<file path="config.mk">
export PLATFORM = sky130hd
export DESIGN_NAME = uart_rx_core
export DESIGN_NICKNAME = d
export VERILOG_FILES = /design/src/rtl/uart_rx_core.sv
export SDC_FILE = /design/constraint.sdc
export NUM_CORES = 1
export LEC_CHECK = 0
export ABC_AREA = 1
export CORE_MARGIN = 4
export CORE_UTILIZATION = 57
export CTS_CLUSTER_DIAMETER = 120
export CTS_CLUSTER_SIZE = 12
export DETAILED_ROUTE_END_ITERATION = 16
export HOLD_SLACK_MARGIN = 0.08
export PLACE_DENSITY = 0.79
export SYNTH_ARGS = -nofsm -noshare
export SYNTH_HDL_FRONTEND = slang
export SYNTH_SLANG_ARGS = --single-unit
</file>
<file path="constraint.sdc">
create_clock -name clk -period 2.7 [get_ports clk]
set_clock_uncertainty 0.15 [all_clocks]
set_input_delay 0.54 -clock clk [delete_from_list [all_inputs] [get_ports clk]]
set_output_delay 0.54 -clock clk [all_outputs]
set_load 0.02 [all_outputs]
</file>
<file path="src/rtl/uart_rx_core.sv">
// uart_rx_core: oversampling UART receiver with 3-sample majority vote,
// start-glitch rejection, parity and stop-bit checking.
module uart_rx_core #(
  parameter int dataWidth = 8,
  parameter int prescaleWidth = 6
) (
  input  logic                     clk,
  input  logic                     rst,
  input  logic                     rx_in,
  input  logic [prescaleWidth-1:0] prescale,
  input  logic                     par_en,
  input  logic                     par_type,
  output logic [dataWidth-1:0]     p_data,
  output logic                     data_valid,
  output logic                     par_err,
  output logic                     stp_err,
  output logic                     busy
);
  localparam int BW = $clog2(dataWidth) + 1;
  localparam logic [2:0] IDLE = 3'd0, START = 3'd1, DATA = 3'd2, PARITY = 3'd3, STOP = 3'd4;
  logic [2:0] state;
  logic [1:0] sync;
  logic rx_s;
  logic [prescaleWidth-1:0] edge_cnt, p, half;
  logic [BW-1:0] bit_cnt;
  logic [2:0] smp;
  logic [dataWidth-1:0] data;
  logic pe, pt, par_flag, maj, decide, bit_end;
  assign rx_s = sync[1];
  assign half = p >> 1;
  assign maj = (smp[0] & smp[1]) | (smp[0] & smp[2]) | (smp[1] & smp[2]);
  assign decide = edge_cnt == half + prescaleWidth'(2);
  assign bit_end = edge_cnt == p - prescaleWidth'(1);
  assign busy = state != IDLE;
  always_ff @(posedge clk) begin
    if (!rst) begin
      sync       <= 2'b11;
      state      <= IDLE;
      edge_cnt   <= '0;
      bit_cnt    <= '0;
      p          <= '0;
      pe         <= 1'b0;
      pt         <= 1'b0;
      smp        <= '0;
      data       <= '0;
      par_flag   <= 1'b0;
      p_data     <= '0;
      data_valid <= 1'b0;
      par_err    <= 1'b0;
      stp_err    <= 1'b0;
    end else begin
      sync       <= {sync[0], rx_in};
      data_valid <= 1'b0;
      par_err    <= 1'b0;
      stp_err    <= 1'b0;
      if (state == IDLE) begin
        // the detection cycle itself is edge 0 of the start bit
        edge_cnt <= rx_s ? '0 : prescaleWidth'(1);
        bit_cnt  <= '0;
        par_flag <= 1'b0;
        if (!rx_s) begin
          state <= START;
          p     <= prescale;
          pe    <= par_en;
          pt    <= par_type;
        end
      end else begin
        edge_cnt <= bit_end ? '0 : edge_cnt + prescaleWidth'(1);
        if (edge_cnt == half - prescaleWidth'(1)) smp[0] <= rx_s;
        if (edge_cnt == half) smp[1] <= rx_s;
        if (edge_cnt == half + prescaleWidth'(1)) smp[2] <= rx_s;
        if (state == START && decide && maj) begin
          state    <= IDLE;
          edge_cnt <= '0;
        end else if (state == START && bit_end) state <= DATA;
        if (state == DATA && decide) begin
          data    <= {maj, data[dataWidth-1:1]};
          bit_cnt <= bit_cnt + BW'(1);
        end
        if (state == DATA && bit_end && bit_cnt == BW'(dataWidth)) state <= pe ? PARITY : STOP;
        if (state == PARITY && decide) par_flag <= maj ^ (^data) ^ pt;
        if (state == PARITY && bit_end) state <= STOP;
        // stop decision ends the frame early so back-to-back starts are caught
        if (state == STOP && decide) begin
          state      <= IDLE;
          edge_cnt   <= '0;
          stp_err    <= !maj;
          par_err    <= par_flag;
          data_valid <= maj & !par_flag;
          if (maj & !par_flag) p_data <= data;
        end
      end
    end
  end
endmodule

</file>
==> impl_metrics.env, run 1 <==
export IMPL_yosys_register_bits=46
export IMPL_grt_pass1_vias=2079
export IMPL_post_cts_resized=0
export IMPL_ys_seq_area_share_pct=36.8
export IMPL_die_h_um=74.2
export IMPL_wl_per_cell_um=12.4
export IMPL_start_kind="flip-flop"
export IMPL_layout_min_cycle_time_ns=2.43
export IMPL_fp_dieArea_um2=5510
export IMPL_fin_nets=388
export IMPL_max_cap_viol_count=0
export IMPL_holdPathStages=1
export IMPL_path_class="flip-flop to flip-flop"
export IMPL_cts_buffers_inserted=5
export IMPL_slew_violations=0
export IMPL_postCtsSetupBuffers=0
export IMPL_final_common_cell="nand2_1"
export IMPL_outcome="complete, no violations"
export IMPL_dp_hpwl_um=3820
export IMPL_antenna_found_initial=0
export IMPL_grt_usage_pct=20.9
export IMPL_grt_max_degree=27
export IMPL_worstPathRequired_ns=2.77
export IMPL_synthCells=345
export IMPL_syn_avg_cell_area_um2=7.25
export IMPL_via_count=2225
export IMPL_fin_crit_sh_pct=90.2
export IMPL_hp_class="flip-flop to flip-flop"
export IMPL_clk_insertion_delay_late_ns=0.30
export IMPL_core_area_um2=4120
export IMPL_grt_pass1_wl_um=8970
export IMPL_worst_pin_slew_ns=0.508
export IMPL_area_growth_synth_to_final_pct=13.5
export IMPL_die_width_um=74.2
export IMPL_min_to="sync[1]"
export IMPL_place_inst=410
export IMPL_drive_gt1_share_pct=8.97
export IMPL_cp_arrival_ns=2.51
export IMPL_synth_fp_nets=366
export IMPL_clock_sinks=46
export IMPL_ys_warn_count=0
export IMPL_end_kind="flip-flop"
export IMPL_start_util_pct=60.7
export IMPL_rows=23
export IMPL_via_per_inst=5.32
export IMPL_dpl_worst_slack_ns=0.217
export IMPL_finalSetupViolations=0
export IMPL_synthArstFlopShare_pct=0
export IMPL_htreeDepth=2
export IMPL_cts_buffer_depth=2
export IMPL_power_density_nw_per_um2=620
export IMPL_worst_slack_ns=0.266
export IMPL_hold_violations=0
export IMPL_ff2ff_setup_slack_ns=0.27
export IMPL_final_cell_mix="nand2_1, dfxtp_1, inv_1"
export IMPL_cts_tree="built"
export IMPL_fin_cells=418
export IMPL_io_pins=23
export IMPL_fmaxAchievable_mhz=411
export IMPL_syn_area_um2=2500
export IMPL_synth_enable_flop_cells=0
export IMPL_ant_nets=0
export IMPL_diodes=0
export IMPL_cts_root_buf="clkbuf_8"
export IMPL_ys_flop_type="dfxtp_1"
export IMPL_gp_congestion=0.872
export IMPL_leakage_uw=0.00113
export IMPL_r2r_end="bit_cnt[2]"
export IMPL_crit_fanout=23
export IMPL_slew_headroom_pct=66.1
export IMPL_fin_setup_tns_ns=0
export IMPL_rsz0062_at_grt="no"
export IMPL_grt_overflow=0
export IMPL_ff2ff_path_depth=11
export IMPL_first_pass_iters=4
export IMPL_ir_worst_vdd_uv=352
export IMPL_fin_util_pct=69.0
export IMPL_timing_rr_start="p[3]"
export IMPL_drcViolationCount=0
export IMPL_drt_wl_total_um=5180
export IMPL_holdCritStartpoint="sync[0]"
export IMPL_synth_cell_type_count=33
export IMPL_postCtsHoldBufs=0
export IMPL_clkSlewWorstSetupHoldPaths_ns=0.08
export IMPL_drt_iter0_markers=160
export IMPL_io_buffers=22
## cells by family (layout without fill, tap and decap cells)
group | Yosys count | after routing | share of synthesized area [%]
AOI/OAI and AO/OA | 69 | 69 | 14.4
buffers and inverters | 52 | 75 | 9.26
and+or+nand+nor | 146 | 146 | 26.8
xor gates and xnor gates | 21 | 21 | 7.36
adders and majority gates | 11 | 11 | 5.41
DFF | 46 | 46 | 36.8
## flip-flops by register name, summed over array words and instances (netlist names), 2 cells and up
register / count
sync: 2
data: 8
smp: 3
p: 6
state: 3
p_data: 8
bit_cnt: 4
edge_cnt: 6
## power by group
group | total [µW] | switching (µW) | internal, µW
logic | 518 | 324 | 194
clock network | 467 | 232 | 235
registers | 776 | 50.8 | 725
## area by class of cell
class                   instances  area [µm²]
inverters                      42         159
well taps                      50        62.6
fillers                       347        1280
repair buffers                 25         243
multi-input cells             247        1350
flip-flops and latches         46         921
clock inverters                 1        8.76
clock buffers                   7        96.3
## synth_stat cells (2+ instances only)
master | number | share of area (%)
nand3_1 | 25 | 5.0
ha_1 | 10 | 5.0
o21ai_0 | 30 | 6.0
xnor2_1 | 14 | 4.9
nand2_2 | 5 | 1.3
buf_6 | 4 | 1.8
a21oi_1 | 34 | 6.8
nor3_1 | 4 | 0.80
nor2_2 | 4 | 1.0
inv_1 | 35 | 5.3
nand4_1 | 4 | 1.0
nor2_4 | 2 | 0.90
clkbuf_1 | 4 | 0.60
nor3b_1 | 4 | 1.2
nand2_1 | 68 | 10
xor2_1 | 7 | 2.5
nor2_1 | 24 | 3.6
inv_2 | 5 | 0.75
dfxtp_1 | 46 | 37
or2_2 | 2 | 0.50
nand3b_1 | 2 | 0.60
## how the worst max path moves through the flow
stage	from	to
2_1_floorplan	p[3]	bit_cnt[0]
3_3_place_gp	p[3]	bit_cnt[3]
3_5_place_dp	p[3]	bit_cnt[3]
4_1_cts	p[3]	data[1]
5_1_grt	p[3]	bit_cnt[2]
6_report	p[3]	bit_cnt[2]
## stage by stage
stage | total power (µW) | hold WS (ns) | instance area (µm²)
2_1_floorplan | 1180 | 0.243 | 2500
3_3_place_gp | 1290 | 0.246 | 2730
3_5_place_dp | 1300 | 0.253 | 2730
4_1_cts | 1770 | 0.273 | 2840
5_1_grt | 1880 | 0.307 | 2840
6_report | 1760 | 0.273 | 2840
## layer usage
metal  global-route usage [%]  share of wire, %  up-vias
li1                         -                 -     1164
met1                     29.0                49      985
met2                     32.4                43       69
met3                     4.46               6.2        7
met4                     7.11               1.3        0
met5                        0                 0        -
## critical path, stage by stage (launching register included)
cell	delay (ns)
dfxtp_1	0.43
inv_1	0.14
ha_1	0.31
inv_1	0.06
nand2_1	0.04
nand2_1	0.05
nand3_1	0.12
nor2_4	0.15
nand2_2	0.07
or2_2	0.45
o21ai_1	0.17
nor3b_1	0.20
(Power assumes the default switching activity.)
==> run 2: changes to the inputs <==
HOLD_SLACK_MARGIN = 0.03   (was 0.08)
==> results of run 2 <==
The final DEF is identical to that of run 1; final timing and power are the same.
==> run 3: changes to the inputs <==
ABC_CLOCK_PERIOD_IN_PS = 2700   (was default)
==> results of run 3 <==
The final DEF is identical to that of run 1; final timing and power are the same.
